### config.mk
export PLATFORM = sky130hd
export DESIGN_NAME = snax_cgra_tcdm_bridge_flat
export DESIGN_NICKNAME = d
export VERILOG_FILES = /design/src/rtl/snax_cgra_tcdm_bridge_pkg.sv /design/src/rtl/snax_cgra_tcdm_bridge_if.sv /design/src/rtl/snax_cgra_tcdm_bridge.sv /design/src/flat_wrapper.sv
export SDC_FILE = /design/constraint.sdc
export NUM_CORES = 1
export LEC_CHECK = 0
export CAP_MARGIN = 20
export CORE_AREA = 2 2 408 410
export CTS_CLUSTER_SIZE = 8
export DETAILED_ROUTE_END_ITERATION = 10
export DIE_AREA = 0 0 410 412
export SYNTH_ARGS = -nofsm -noshare
export SYNTH_HDL_FRONTEND = slang
export SYNTH_SLANG_ARGS = --single-unit
export TNS_END_PERCENT = 30
### constraint.sdc
create_clock -name clk_i -period 3.8 [get_ports clk_i]
set_input_delay 0.95 -clock clk_i [delete_from_list [all_inputs] [get_ports clk_i]]
set_output_delay 0.95 -clock clk_i [all_outputs]
set_load 0.03 [all_outputs]
### src/rtl/snax_cgra_tcdm_bridge_pkg.sv
// Shared TCDM reqrsp payload types for the CGRA data-memory bridge.
package snax_cgra_tcdm_bridge_pkg;

    localparam int unsigned TcdmDataWidth = 64;
    localparam int unsigned TcdmAddrWidth = 48;
    localparam int unsigned TcdmStrbWidth = TcdmDataWidth / 8;
    localparam int unsigned CoreIdWidth   = 5;

    typedef enum logic [3:0] {
        AMONone = 4'h0,
        AMOSwap = 4'h1,
        AMOAdd  = 4'h2,
        AMOAnd  = 4'h3,
        AMOOr   = 4'h4,
        AMOXor  = 4'h5,
        AMOMax  = 4'h6,
        AMOMaxu = 4'h7,
        AMOMin  = 4'h8,
        AMOMinu = 4'h9,
        AMOLR   = 4'hA,
        AMOSC   = 4'hB
    } amo_op_e;

    typedef struct packed {
        logic [CoreIdWidth-1:0] core_id;
        logic                   is_core;
    } tcdm_user_t;

    typedef struct packed {
        logic [TcdmAddrWidth-1:0] addr;
        logic                     write;
        amo_op_e                  amo;
        logic [TcdmDataWidth-1:0] data;
        logic [TcdmStrbWidth-1:0] strb;
        tcdm_user_t               user;
    } tcdm_req_chan_t;

    typedef struct packed {
        tcdm_req_chan_t q;
        logic           q_valid;
    } tcdm_req_t;

    typedef struct packed {
        logic [TcdmDataWidth-1:0] data;
    } tcdm_rsp_chan_t;

    typedef struct packed {
        tcdm_rsp_chan_t p;
        logic           p_valid;
        logic           q_ready;
    } tcdm_rsp_t;

endpackage

### src/rtl/snax_cgra_tcdm_bridge_if.sv
// Per-port CGRA memory channels and TCDM request/response buses of the bridge.
interface snax_cgra_tcdm_bridge_if #(
    parameter int unsigned NumPorts     = 4,
    parameter int unsigned AddrWidth    = 6,
    parameter int unsigned PayloadWidth = 16,
    parameter type tcdm_req_t = snax_cgra_tcdm_bridge_pkg::tcdm_req_t,
    parameter type tcdm_rsp_t = snax_cgra_tcdm_bridge_pkg::tcdm_rsp_t
);

    logic [NumPorts-1:0]                   waddr_en_i;
    logic [NumPorts-1:0][AddrWidth-1:0]    waddr_msg_i;
    logic [NumPorts-1:0]                   waddr_rdy_o;
    logic [NumPorts-1:0]                   wdata_en_i;
    logic [NumPorts-1:0][PayloadWidth-1:0] wdata_payload_i;
    logic [NumPorts-1:0]                   wdata_pred_i;
    logic [NumPorts-1:0]                   wdata_rdy_o;
    logic [NumPorts-1:0]                   raddr_en_i;
    logic [NumPorts-1:0][AddrWidth-1:0]    raddr_msg_i;
    logic [NumPorts-1:0]                   raddr_rdy_o;
    logic [NumPorts-1:0]                   rdata_en_o;
    logic [NumPorts-1:0][PayloadWidth-1:0] rdata_payload_o;
    logic [NumPorts-1:0]                   rdata_pred_o;
    logic [NumPorts-1:0]                   rdata_rdy_i;
    tcdm_req_t                             tcdm_req_o [NumPorts];
    tcdm_rsp_t                             tcdm_rsp_i [NumPorts];

    // CGRA array plus TCDM interconnect side
    modport master (
        output waddr_en_i, waddr_msg_i, wdata_en_i, wdata_payload_i, wdata_pred_i,
        output raddr_en_i, raddr_msg_i, rdata_rdy_i, tcdm_rsp_i,
        input  waddr_rdy_o, wdata_rdy_o, raddr_rdy_o,
        input  rdata_en_o, rdata_payload_o, rdata_pred_o, tcdm_req_o
    );

    // Bridge side
    modport slave (
        input  waddr_en_i, waddr_msg_i, wdata_en_i, wdata_payload_i, wdata_pred_i,
        input  raddr_en_i, raddr_msg_i, rdata_rdy_i, tcdm_rsp_i,
        output waddr_rdy_o, wdata_rdy_o, raddr_rdy_o,
        output rdata_en_o, rdata_payload_o, rdata_pred_o, tcdm_req_o
    );

endinterface

### src/rtl/snax_cgra_tcdm_bridge.sv
// Bridge from CGRA data-memory channels to SNAX TCDM ports: one IDLE/REQ
// request FSM, an outstanding-read credit counter and a response FIFO per port.
module snax_cgra_tcdm_bridge #(
    parameter int unsigned NumPorts      = 4,
    parameter int unsigned DataWidth     = 64,
    parameter int unsigned PayloadWidth  = 16,
    parameter int unsigned AddrWidth     = 6,
    parameter int unsigned TCDMAddrWidth = 48,
    parameter int unsigned RspDepth      = 2,
    parameter type tcdm_req_t = snax_cgra_tcdm_bridge_pkg::tcdm_req_t,
    parameter type tcdm_rsp_t = snax_cgra_tcdm_bridge_pkg::tcdm_rsp_t
) (
    input  logic                     clk_i,
    input  logic                     rst_ni,
    input  logic                     enable_i,
    input  logic [TCDMAddrWidth-1:0] base_addr_i,
    input  logic                     sign_ext_i,
    output logic                     busy_o,
    output logic                     err_o,
    snax_cgra_tcdm_bridge_if.slave   bus_if
);

    localparam int unsigned StrbWidth = DataWidth / 8;
    localparam int unsigned ByteShift = $clog2(StrbWidth);
    localparam int unsigned PtrWidth  = (RspDepth > 1) ? $clog2(RspDepth) : 1;
    localparam int unsigned CntWidth  = $clog2(RspDepth + 1);

    localparam logic [CntWidth-1:0] DepthCnt = CntWidth'(RspDepth);
    localparam logic [PtrWidth-1:0] LastPtr  = PtrWidth'(RspDepth - 1);

    typedef enum logic {
        StIdle = 1'b0,
        StReq  = 1'b1
    } state_e;

    state_e                  state_q    [NumPorts];
    state_e                  state_d    [NumPorts];
    tcdm_req_t               req_q      [NumPorts];
    tcdm_req_t               req_d      [NumPorts];
    logic [CntWidth-1:0]     cnt_q      [NumPorts];
    logic [CntWidth-1:0]     cnt_d      [NumPorts];
    logic [CntWidth-1:0]     fifo_cnt_q [NumPorts];
    logic [CntWidth-1:0]     fifo_cnt_d [NumPorts];
    logic [PtrWidth-1:0]     wr_ptr_q   [NumPorts];
    logic [PtrWidth-1:0]     wr_ptr_d   [NumPorts];
    logic [PtrWidth-1:0]     rd_ptr_q   [NumPorts];
    logic [PtrWidth-1:0]     rd_ptr_d   [NumPorts];
    logic [PayloadWidth-1:0] mem_q      [NumPorts][RspDepth];
    logic                    err_q;
    logic                    err_d;

    logic [NumPorts-1:0]                   w_rdy_c;
    logic [NumPorts-1:0]                   r_rdy_c;
    logic [NumPorts-1:0]                   w_acc_c;
    logic [NumPorts-1:0]                   r_acc_c;
    logic [NumPorts-1:0]                   push_c;
    logic [NumPorts-1:0]                   pop_c;
    logic [NumPorts-1:0][PayloadWidth-1:0] head_c;
    logic                                  busy_c;
    logic [NumPorts-1:0]                   unused_rsp_data;

    // Payload to TCDM data word, sign- or zero-extended
    function automatic logic [DataWidth-1:0] extend_payload(
        input logic [PayloadWidth-1:0] payload,
        input logic                    sign_ext
    );
        logic [DataWidth-1:0] word;
        word = DataWidth'(payload);
        if (sign_ext && payload[PayloadWidth-1]) begin
            word = word | ({DataWidth{1'b1}} << PayloadWidth);
        end
        return word;
    endfunction

    // Element address to TCDM byte address
    function automatic logic [TCDMAddrWidth-1:0] byte_addr(
        input logic [TCDMAddrWidth-1:0] base,
        input logic [AddrWidth-1:0]     msg
    );
        return base + (TCDMAddrWidth'(msg) << ByteShift);
    endfunction

    // Handshakes, request FSMs, credit counters and FIFO pointers
    always_comb begin
        w_rdy_c = '0;
        r_rdy_c = '0;
        w_acc_c = '0;
        r_acc_c = '0;
        push_c  = '0;
        pop_c   = '0;
        head_c  = '0;
        err_d   = err_q;
        for (int p = 0; p < NumPorts; p++) begin
            state_d[p]    = state_q[p];
            req_d[p]      = req_q[p];
            cnt_d[p]      = cnt_q[p];
            fifo_cnt_d[p] = fifo_cnt_q[p];
            wr_ptr_d[p]   = wr_ptr_q[p];
            rd_ptr_d[p]   = rd_ptr_q[p];

            // a complete write pair blocks the read so the write wins
            w_rdy_c[p] = (state_q[p] == StIdle) && enable_i;
            r_rdy_c[p] = w_rdy_c[p] && (cnt_q[p] < DepthCnt)
                         && !(bus_if.waddr_en_i[p] && bus_if.wdata_en_i[p]);
            w_acc_c[p] = w_rdy_c[p] && bus_if.waddr_en_i[p] && bus_if.wdata_en_i[p];
            r_acc_c[p] = r_rdy_c[p] && bus_if.raddr_en_i[p];

            // a read is still in flight when credits exceed buffered entries
            if (bus_if.tcdm_rsp_i[p].p_valid) begin
                if (cnt_q[p] > fifo_cnt_q[p]) begin
                    push_c[p] = 1'b1;
                end else begin
                    err_d = 1'b1;
                end
            end
            pop_c[p]  = (fifo_cnt_q[p] != '0) && bus_if.rdata_rdy_i[p];
            head_c[p] = mem_q[p][rd_ptr_q[p]];

            unique case (state_q[p])
                StIdle: begin
                    if (w_acc_c[p]) begin
                        if (bus_if.wdata_pred_i[p]) begin
                            state_d[p]      = StReq;
                            req_d[p].q.addr = byte_addr(base_addr_i, bus_if.waddr_msg_i[p]);
                            req_d[p].q.write = 1'b1;
                            req_d[p].q.data = extend_payload(bus_if.wdata_payload_i[p], sign_ext_i);
                            req_d[p].q.strb = {StrbWidth{1'b1}};
                            req_d[p].q.amo  = snax_cgra_tcdm_bridge_pkg::AMONone;
                            req_d[p].q.user = '0;
                        end
                    end else if (r_acc_c[p]) begin
                        state_d[p]       = StReq;
                        req_d[p].q.addr  = byte_addr(base_addr_i, bus_if.raddr_msg_i[p]);
                        req_d[p].q.write = 1'b0;
                        req_d[p].q.data  = '0;
                        req_d[p].q.strb  = '0;
                        req_d[p].q.amo   = snax_cgra_tcdm_bridge_pkg::AMONone;
                        req_d[p].q.user  = '0;
                    end
                end
                StReq: begin
                    if (bus_if.tcdm_rsp_i[p].q_ready) begin
                        state_d[p] = StIdle;
                    end
                end
                default: state_d[p] = StIdle;
            endcase
            req_d[p].q_valid = (state_d[p] == StReq);

            cnt_d[p]      = cnt_q[p] + CntWidth'(r_acc_c[p]) - CntWidth'(pop_c[p]);
            fifo_cnt_d[p] = fifo_cnt_q[p] + CntWidth'(push_c[p]) - CntWidth'(pop_c[p]);
            if (push_c[p]) begin
                wr_ptr_d[p] = (wr_ptr_q[p] == LastPtr) ? '0 : wr_ptr_q[p] + PtrWidth'(1);
            end
            if (pop_c[p]) begin
                rd_ptr_d[p] = (rd_ptr_q[p] == LastPtr) ? '0 : rd_ptr_q[p] + PtrWidth'(1);
            end
        end
    end

    // Control state with asynchronous reset
    always_ff @(posedge clk_i or negedge rst_ni) begin
        if (!rst_ni) begin
            err_q <= 1'b0;
            for (int p = 0; p < NumPorts; p++) begin
                state_q[p]    <= StIdle;
                req_q[p]      <= '0;
                cnt_q[p]      <= '0;
                fifo_cnt_q[p] <= '0;
                wr_ptr_q[p]   <= '0;
                rd_ptr_q[p]   <= '0;
            end
        end else begin
            err_q <= err_d;
            for (int p = 0; p < NumPorts; p++) begin
                state_q[p]    <= state_d[p];
                req_q[p]      <= req_d[p];
                cnt_q[p]      <= cnt_d[p];
                fifo_cnt_q[p] <= fifo_cnt_d[p];
                wr_ptr_q[p]   <= wr_ptr_d[p];
                rd_ptr_q[p]   <= rd_ptr_d[p];
            end
        end
    end

    // Response FIFO storage, validity tracked by fifo_cnt_q
    always_ff @(posedge clk_i) begin
        for (int p = 0; p < NumPorts; p++) begin
            if (push_c[p]) begin
                mem_q[p][wr_ptr_q[p]] <= bus_if.tcdm_rsp_i[p].p.data[PayloadWidth-1:0];
            end
        end
    end

    // Activity flag across all ports
    always_comb begin
        busy_c = 1'b0;
        for (int p = 0; p < NumPorts; p++) begin
            busy_c = busy_c | (state_q[p] == StReq) | (cnt_q[p] != '0);
        end
    end

    // Port-side outputs
    always_comb begin
        for (int p = 0; p < NumPorts; p++) begin
            bus_if.tcdm_req_o[p] = req_q[p];
            unused_rsp_data[p]   = ^bus_if.tcdm_rsp_i[p].p.data;
        end
    end

    assign bus_if.waddr_rdy_o     = w_rdy_c;
    assign bus_if.wdata_rdy_o     = w_rdy_c;
    assign bus_if.raddr_rdy_o     = r_rdy_c;
    assign bus_if.rdata_en_o      = pop_c;
    assign bus_if.rdata_pred_o    = pop_c;
    assign bus_if.rdata_payload_o = head_c;
    assign busy_o                 = busy_c;
    assign err_o                  = err_q;

endmodule

### src/flat_wrapper.sv
// flat-port wrapper written by rule: the top's interface ports become plain ports
module snax_cgra_tcdm_bridge_flat 
#(
    parameter int unsigned NumPorts      = 4,
    parameter int unsigned DataWidth     = 64,
    parameter int unsigned PayloadWidth  = 16,
    parameter int unsigned AddrWidth     = 6,
    parameter int unsigned TCDMAddrWidth = 48,
    parameter int unsigned RspDepth      = 2,
    parameter type tcdm_req_t = snax_cgra_tcdm_bridge_pkg::tcdm_req_t,
    parameter type tcdm_rsp_t = snax_cgra_tcdm_bridge_pkg::tcdm_rsp_t
)
  (clk_i, rst_ni, enable_i, base_addr_i, sign_ext_i, busy_o, err_o, bus_if_waddr_en_i, bus_if_waddr_msg_i, bus_if_wdata_en_i, bus_if_wdata_payload_i, bus_if_wdata_pred_i, bus_if_raddr_en_i, bus_if_raddr_msg_i, bus_if_rdata_rdy_i, bus_if_tcdm_rsp_i, bus_if_waddr_rdy_o, bus_if_wdata_rdy_o, bus_if_raddr_rdy_o, bus_if_rdata_en_o, bus_if_rdata_payload_o, bus_if_rdata_pred_o, bus_if_tcdm_req_o);
  snax_cgra_tcdm_bridge_if #(.NumPorts(NumPorts), .AddrWidth(AddrWidth), .PayloadWidth(PayloadWidth), .tcdm_req_t(tcdm_req_t), .tcdm_rsp_t(tcdm_rsp_t)) bus_if_i ();
  input  logic clk_i;
  input  logic rst_ni;
  input  logic enable_i;
  input  logic [TCDMAddrWidth-1:0] base_addr_i;
  input  logic sign_ext_i;
  output logic busy_o;
  output logic err_o;
  input wire logic [$bits(bus_if_i.waddr_en_i)-1:0] bus_if_waddr_en_i;
  input wire logic [$bits(bus_if_i.waddr_msg_i)-1:0] bus_if_waddr_msg_i;
  input wire logic [$bits(bus_if_i.wdata_en_i)-1:0] bus_if_wdata_en_i;
  input wire logic [$bits(bus_if_i.wdata_payload_i)-1:0] bus_if_wdata_payload_i;
  input wire logic [$bits(bus_if_i.wdata_pred_i)-1:0] bus_if_wdata_pred_i;
  input wire logic [$bits(bus_if_i.raddr_en_i)-1:0] bus_if_raddr_en_i;
  input wire logic [$bits(bus_if_i.raddr_msg_i)-1:0] bus_if_raddr_msg_i;
  input wire logic [$bits(bus_if_i.rdata_rdy_i)-1:0] bus_if_rdata_rdy_i;
  input wire logic [$bits(bus_if_i.tcdm_rsp_i)-1:0] bus_if_tcdm_rsp_i;
  output wire logic [$bits(bus_if_i.waddr_rdy_o)-1:0] bus_if_waddr_rdy_o;
  output wire logic [$bits(bus_if_i.wdata_rdy_o)-1:0] bus_if_wdata_rdy_o;
  output wire logic [$bits(bus_if_i.raddr_rdy_o)-1:0] bus_if_raddr_rdy_o;
  output wire logic [$bits(bus_if_i.rdata_en_o)-1:0] bus_if_rdata_en_o;
  output wire logic [$bits(bus_if_i.rdata_payload_o)-1:0] bus_if_rdata_payload_o;
  output wire logic [$bits(bus_if_i.rdata_pred_o)-1:0] bus_if_rdata_pred_o;
  output wire logic [$bits(bus_if_i.tcdm_req_o)-1:0] bus_if_tcdm_req_o;
  assign bus_if_i.waddr_en_i = bus_if_waddr_en_i;
  assign bus_if_i.waddr_msg_i = bus_if_waddr_msg_i;
  assign bus_if_i.wdata_en_i = bus_if_wdata_en_i;
  assign bus_if_i.wdata_payload_i = bus_if_wdata_payload_i;
  assign bus_if_i.wdata_pred_i = bus_if_wdata_pred_i;
  assign bus_if_i.raddr_en_i = bus_if_raddr_en_i;
  assign bus_if_i.raddr_msg_i = bus_if_raddr_msg_i;
  assign bus_if_i.rdata_rdy_i = bus_if_rdata_rdy_i;
  assign bus_if_i.tcdm_rsp_i = {>>{bus_if_tcdm_rsp_i}};
  assign bus_if_waddr_rdy_o = bus_if_i.waddr_rdy_o;
  assign bus_if_wdata_rdy_o = bus_if_i.wdata_rdy_o;
  assign bus_if_raddr_rdy_o = bus_if_i.raddr_rdy_o;
  assign bus_if_rdata_en_o = bus_if_i.rdata_en_o;
  assign bus_if_rdata_payload_o = bus_if_i.rdata_payload_o;
  assign bus_if_rdata_pred_o = bus_if_i.rdata_pred_o;
  assign bus_if_tcdm_req_o = {>>{bus_if_i.tcdm_req_o}};
  snax_cgra_tcdm_bridge #(.NumPorts(NumPorts), .DataWidth(DataWidth), .PayloadWidth(PayloadWidth), .AddrWidth(AddrWidth), .TCDMAddrWidth(TCDMAddrWidth), .RspDepth(RspDepth), .tcdm_req_t(tcdm_req_t), .tcdm_rsp_t(tcdm_rsp_t)) u_core (.clk_i(clk_i), .rst_ni(rst_ni), .enable_i(enable_i), .base_addr_i(base_addr_i), .sign_ext_i(sign_ext_i), .busy_o(busy_o), .err_o(err_o), .bus_if(bus_if_i));
endmodule
==> flow_summary.yaml, run 1 <==
status:
  status: "completed"
cts:
  cts_tree: "built"
  cts_sinks: 421
  root_buffer: "clkbuf_16"
  clkLatencyLatePin_ps: 680
  cts-buffers-inserted: 61
  cts_max_level: 2
  clk_path_buf_depth: 3
  path_clk_slew_ps: 50
routing:
  num_vias: 19840
  drtPass1Iterations: 7
  routed_wirelength_mm: 127.5
  drtIter0Drc: 1431
  wire_per_inst_microns: 24.91
  drc: 0
  postRouteAntennaNets: 0
  vias_per_cell: 3.876
floorplanning:
  fp-row-count: 149
  die_w_microns: 410
  design.core.area_sq_um: 164200
  die_area_sq_um: 168900
  chipHeight_microns: 412
  start_util: 0.1355
  ios: 1062
job:
  max-cap-violations: 0
power:
  p_int_uw: 15500
  power_leakage_uw: 0.01361
  ir_drop_uv: 614.4
  switching_share: 0.4486
  p_sw_uw: 12610
  clkPwrFrac: 0.188
  power_frac_comb: 0.531
  pwr-share-seq: 0.282
  power_density_nw_per_um2: 801.3
sta:
  tns_ps: 0
  post-route-period-util: 0.9571
  hold_viol_final: 0
  tightest_slew_ps: 959.0
  finClkSkew_ps: 51.80
  max_slew_margin: 0.3607
  grt_setup_unrepaired: "no"
  setup_violations: 0
  slew_violations: 0
  worst_slack_ps: 163.1
  min_period_ps: 3637
  fmax_mhz: 275.0
setup_path:
  required_ps: 4360
  crit_path_frequent_cell: "buf_4"
  cp_max_fo: 17
  critPathCaptureType: "register"
  critPathMaxStageDelay_ps: 510
  cp_top_family: "buffers and inverters"
  crit_slowest_cell: "clkdlybuf4s50_1"
  crit_buf_inv: 6
  crit_path_start_kind: "primary input"
  path_class: "primary input to register"
  path_cells: "clkdlybuf4s50_1 > buf_12 > nand4b_1 > buf_4 > mux2_2 > ha_1 > a211oi_1 > buf_4 > o21ai_1 > buf_4 > nand2_2 > buf_12 > or4_1 > a31oi_1"
  cp_data_arrival_time_ps: 4200
logic_synthesis:
  synthFlopType: "dfrtp_1"
  synth_area_sq_um: 22250
  synthArstFlopShare: 0.6960
  yosysSeqAreaShare: 0.5023
  synth_edf_count: 128
  ys_ff_latch: 421
  synthCells: 2112
  synth_warnings: 0
  synth_area_per_cell_sq_um: 10.53
  synthDistinctLibCells: 60
cells_and_area:
  syn_to_final_growth_pct: 57.65
  fin_util: 0.2136
  fin_nets: 3375
  layout-drive-gt1-share: 0.1513
global_routing:
  grt_usage: 0.1441
  gr-total-overflow: 0
  grt_pass1_wl_mm: 167.1
  grt_max_degree: 79
  antenna_found_initial: 76
  grt_pass1_vias: 18880
placement:
  post-dp-hpwl_mm: 104.8
  gp_congestion: 0.8622
  place.port_buffers: 829
  place_ws_ps: -665.5
min_path:
  hold_path.class: "primary input to async pin"
-- power groups by stage --
stage                     sequential, uW  combinational [uW]  clock [uW]
final                               7920               14900        5270
after global routing                8110               15700        5570
after CTS                           7910               15100        5410
after detailed placement            7940               15000           0
after global placement              7930               14900           0
after floorplan                    10100                5920           0
-- layer usage --
layer / GRT usage / vias up / wire, microns
met3: 0.05523 / 202 / 13780
met4: 0.04260 / 40 / 3865
li1: - / 8843 / -
met1: 0.1746 / 9794 / 50440
met5: 0 / - / 252
met2: 0.2358 / 957 / 59170
-- repair_timing --
item / 4_1_cts / 5_1_grt
resized for setup: 0 / 4
hold buffers: 0 / 0
setup endpoints to repair: 0 / 16
setup buffers: 0 / 0
-- cell usage in the layout (no fill, tap or decap), drive strengths merged, types with 6 or more instances in the layout --
cell type        n
or4             51
and4            10
buf            250
o21a            11
clkdlybuf4s50  814
xnor2           49
or2              6
ha              48
and2            26
nand4           29
nor4            18
xor2            40
nor2            85
a41oi            8
and3            11
conb            40
dfrtp          293
nor2b            9
inv             43
a211oi          17
o211ai          48
edfxtp         128
nand2          218
a21oi           21
a21o             9
a311oi           8
nand3          104
a22oi            6
clkbuf          87
a211o            9
clkinv           8
mux2i            7
a31oi           29
a22o            64
nor3            25
mux2            93
diode           21
o21ai          116
or3             18
-- logic make-up after synthesis --
logic type	share of synthesized area
adders and majority gates	0.03059
muxes	0.05022
buffers and inverters	0.1227
DFF	0.5023
and+or+nand+nor	0.1412
xor gates and xnor gates	0.03504
other	0.0001685
AOI/OAI and AO/OA	0.1178
-- cell usage after synthesis, types with 6 or more instances --
cell	count	area (sq um)
a41oi_1	8	70.07
o211ai_1	48	360.4
a21o_1	9	67.56
mux2_2	91	1025
a21oi_1	21	105.1
and2_1	20	125.1
buf_4	270	2027
nor2_1	85	319.1
or2_2	6	37.54
edfxtp_1	128	3844
nor3_1	25	125.1
and3_1	11	68.82
dfrtp_1	293	7332
buf_1	14	52.55
a211oi_1	17	127.6
o21a_1	11	82.58
nand4_1	27	168.9
and4_1	10	87.58
or4_1	51	382.9
o21ai_0	111	555.5
nor2b_1	9	56.30
nand3_1	103	515.5
nand2_1	218	818.3
ha_1	48	600.6
xor2_1	40	350.3
a22o_1	64	560.5
nor4_1	16	100.1
a311oi_1	8	70.07
buf_2	28	140.1
mux2i_1	7	70.07
xnor2_1	49	429.2
a22oi_1	6	45.04
or3_1	18	112.6
a211o_1	9	78.83
clkbuf_1	90	337.8
a31oi_1	29	181.4
and2_0	6	37.54
inv_1	43	161.4
-- final cells by class --
class | count | area (sq um)
Timing Repair Buffer | 1064 | 10570
Antenna cell | 21 | 52.55
Sequential cell | 421 | 11180
Tap cell | 2189 | 2739
Clock buffer | 87 | 1644
Fill cell | 17790 | 129200
Clock inverter | 9 | 131.4
Inverter | 43 | 161.4
Multi-Input combinational cell | 1284 | 8601
-- flip-flops by register name, indices dropped and copies added, names as in the netlist --
name,count
u_core.state_q,4
u_core.fifo_cnt_q,8
u_core.bus_if.tcdm_req_o,264
u_core.wr_ptr_q,4
u_core.cnt_q,8
u_core.err_o,1
u_core.mem_q,128
u_core.rd_ptr_q,4
-- worst register-to-register path: cells and delay by family, from the launching register on --
| family | cells | cell delay (ps) |
|---|---|---|
| AOI/OAI and AO/OA | 3 | 390 |
| muxes | 1 | 280 |
| and+or+nand+nor | 3 | 920 |
| DFF | 1 | 370 |
| adders and majority gates | 1 | 290 |
| buffers and inverters | 4 | 760 |
-- final timing paths --
| kind | to | slack [ps] | from | cells past startpoint |
|---|---|---|---|---|
| max | u_core.bus_if.tcdm_req_o[382]$_DFFE_PN0P_ | 160 | enable_i | 14 |
| min | u_core.bus_if.tcdm_req_o[104]$_DFFE_PN0P_ | 300 | rst_ni | 1 |
| max reg2reg | u_core.bus_if.tcdm_req_o[382]$_DFFE_PN0P_ | 660 | u_core.state_q[2]$_DFF_PN0_ | 12 |
| min reg2reg | u_core.bus_if.tcdm_req_o[350]$_DFFE_PN0P_ | 470 | u_core.bus_if.tcdm_req_o[350]$_DFFE_PN0P_ | 2 |
| max in group asynchronous | u_core.bus_if.tcdm_req_o[16]$_DFFE_PN0P_ | 2380 | rst_ni | 2 |
| min in group clk_i | u_core.bus_if.tcdm_req_o[350]$_DFFE_PN0P_ | 470 | u_core.bus_if.tcdm_req_o[350]$_DFFE_PN0P_ | 2 |
-- per-stage QoR --
stage                     cell area [sq um]  cells  hold slack (ps)  power, uW
after global routing                  35040   5103            317.7      29380
after floorplan                       22400   2151            460.8      15970
after detailed placement              33240   5001            459.2      22950
final                                 35070   5118            300.8      28110
after CTS                             35010   5097            301.1      28390
after global placement                33240   5001            454.4      22850
Power figures use the tool's default switching activity.
==> run 2: changes to the inputs <==
--- a/config.mk
+++ b/config.mk
@@ -10,6 +10,8 @@
 export CTS_CLUSTER_SIZE = 8
 export DETAILED_ROUTE_END_ITERATION = 10
 export DIE_AREA = 0 0 410 412
+export SKIP_CTS_REPAIR_TIMING = 1
+export SKIP_LAST_GASP = 1
 export SYNTH_ARGS = -nofsm -noshare
 export SYNTH_HDL_FRONTEND = slang
 export SYNTH_SLANG_ARGS = --single-unit
==> constraint.sdc (replaced) <==
create_clock -name clk_i -period 4.3 [get_ports clk_i]
set_input_delay 1.075 -clock clk_i [delete_from_list [all_inputs] [get_ports clk_i]]
set_output_delay 1.075 -clock clk_i [all_outputs]
set_load 0.03 [all_outputs]
==> flow_summary.yaml, run 2 (same netlist as run 1, synthesis figures left out) <==
cts:
  root_buffer: "clkbuf_16"
  clk_path_buf_depth: 3
  cts_max_level: 3
  clkLatencyLatePin_ps: 670
  cts_tree: "built"
  cts_sinks: 421
  cts-buffers-inserted: 66
  path_clk_slew_ps: 60
routing:
  drtIter0Drc: 1422
  wire_per_inst_microns: 25.15
  vias_per_cell: 3.911
  drtPass1Iterations: 6
  routed_wirelength_mm: 127.7
  postRouteAntennaNets: 0
  num_vias: 19850
  drc: 0
global_routing:
  grt_pass1_wl_mm: 168.0
  antenna_found_initial: 74
  gr-total-overflow: 0
  grt_pass1_vias: 19080
  grt_usage: 0.1456
  grt_max_degree: 85
setup_path:
  crit_path_start_kind: "primary input"
  critPathMaxStageDelay_ps: 470
  path_class: "primary input to register"
  crit_slowest_cell: "clkdlybuf4s50_1"
  critPathCaptureType: "register"
  cp_max_fo: 18
  cp_data_arrival_time_ps: 4590
  required_ps: 4830
  path_cells: "clkdlybuf4s50_1 > buf_4 > nand4b_1 > mux2_2 > ha_1 > fa_1 > a211oi_1 > o21ai_0 > nand2_1 > buf_12 > nor4_1 > a211o_1"
sta:
  tns_ps: 0
  slew_violations: 0
  fmax_mhz: 246.0
  finClkSkew_ps: 67.65
  grt_setup_unrepaired: "no"
  tightest_slew_ps: 1025
  min_period_ps: 4066
  max_slew_margin: 0.3145
  hold_viol_final: 0
  post-route-period-util: 0.9455
  setup_violations: 0
  worst_slack_ps: 234.2
floorplanning:
  design.core.area_sq_um: 164200
  die_area_sq_um: 168900
  fp-row-count: 149
  chipHeight_microns: 412
  ios: 1062
  start_util: 0.1355
  die_w_microns: 410
power:
  ir_drop_uv: 541.0
  power_density_nw_per_um2: 725.3
  power_leakage_uw: 0.01350
cells_and_area:
  fin_nets: 3336
  largest_reg_flops: 264
  syn_to_final_growth_pct: 57.17
  layout_commonest_cell: "clkdlybuf4s50_1"
  fin_util: 0.2129
  final_cell_mix: "816 x clkdlybuf4s50_1, 292 x dfrtp_1, 218 x nand2_1, 164 x buf_4, 128 x edfxtp_1"
  layout.filler_cells: 17750
  layout-drive-gt1-share: 0.1405
  final_cell_area_sq_um: 34970
job:
  max-cap-violations: 0
placement:
  gp_congestion: 0.8683
  place_area_sq_um: 32870
  post-dp-hpwl_mm: 104.4
  place.port_buffers: 829
  place_ws_ps: -377.7
status:
  status: "completed"
min_path:
  hold_path.class: "primary input to async pin"
run 2: cell count changes in the layout (fill, tap and decap cells not counted), sizes merged:
| cell | previous run | this run |
|---|---|---|
| buf | 250 | 204 |
| diode | 21 | 11 |
| clkbuf | 87 | 96 |
| clkdlybuf4s50 | 814 | 816 |
| inv | 43 | 45 |
| clkinv | 8 | 7 |
| clkinvlp | 0 | 1 |
run 2: report_power, final:
group,switching [uW],internal [uW]
clock network,2180,3070
logic,7970,5130
registers,1210,5810
total,11400,14000
run 2: layout make-up:
class | count | area (sq um) | area share
Clock inverter | 11 | 226.5 | 0.006476
Inverter | 43 | 161.4 | 0.004616
Multi-Input combinational cell | 1284 | 8597 | 0.2458
Timing Repair Buffer | 1020 | 10190 | 0.2915
Clock buffer | 96 | 1846 | 0.05278
Sequential cell | 421 | 11180 | 0.3196
Tap cell | 2189 | 2739 | 0.07832
Antenna cell | 11 | 27.53 | 0.0007872
run 2: path summary, 6_finish.rpt:
kind,cells after the start,startpoint,end,slack (ps)
min,1,rst_ni,u_core.bus_if.tcdm_req_o[370]$_DFFE_PN0P_,470
min in group clk_i,2,u_core.bus_if.tcdm_req_o[480]$_DFFE_PN0P_,u_core.bus_if.tcdm_req_o[480]$_DFFE_PN0P_,470
max,12,enable_i,u_core.bus_if.tcdm_req_o[249]$_DFFE_PN0P_,230
max in group asynchronous,2,rst_ni,u_core.bus_if.tcdm_req_o[415]$_DFFE_PN0P_,2870
min reg2reg,2,u_core.bus_if.tcdm_req_o[480]$_DFFE_PN0P_,u_core.bus_if.tcdm_req_o[480]$_DFFE_PN0P_,470
max reg2reg,11,u_core.state_q[3]$_DFF_PN0_,u_core.bus_if.tcdm_req_o[514]$_DFFE_PN0P_,710
run 2: per-stage QoR:
step           instances  hold slack [ps]  total power (uW)
2_1_floorplan       2151            460.8             14110
3_3_place_gp        4957            454.1             20160
3_5_place_dp        4957            462.3             20240
4_1_cts             5064            472.3             25690
5_1_grt             5067            487.4             26580
6_report            5075            465.4             25360
run 2: worst max-delay path: cells and delay by family:
kind / cells / cell delay [ps]
AO/OA/AOI/OAI: 3 / 920
buffers and inverters: 3 / 830
AND/OR/NAND/NOR: 3 / 630
adder cells (fa/ha/maj): 2 / 620
multiplexers: 1 / 450
run 2: per-layer routing:
metal	track usage	share of wire	wire length, microns	vias to the layer above
li1	-	-	-	8749
met1	0.1768	0.40	51120	9858
met2	0.2405	0.47	59550	1010
met3	0.05844	0.11	13950	186
met4	0.03271	0.022	2756	46
met5	0	0.0022	283	-
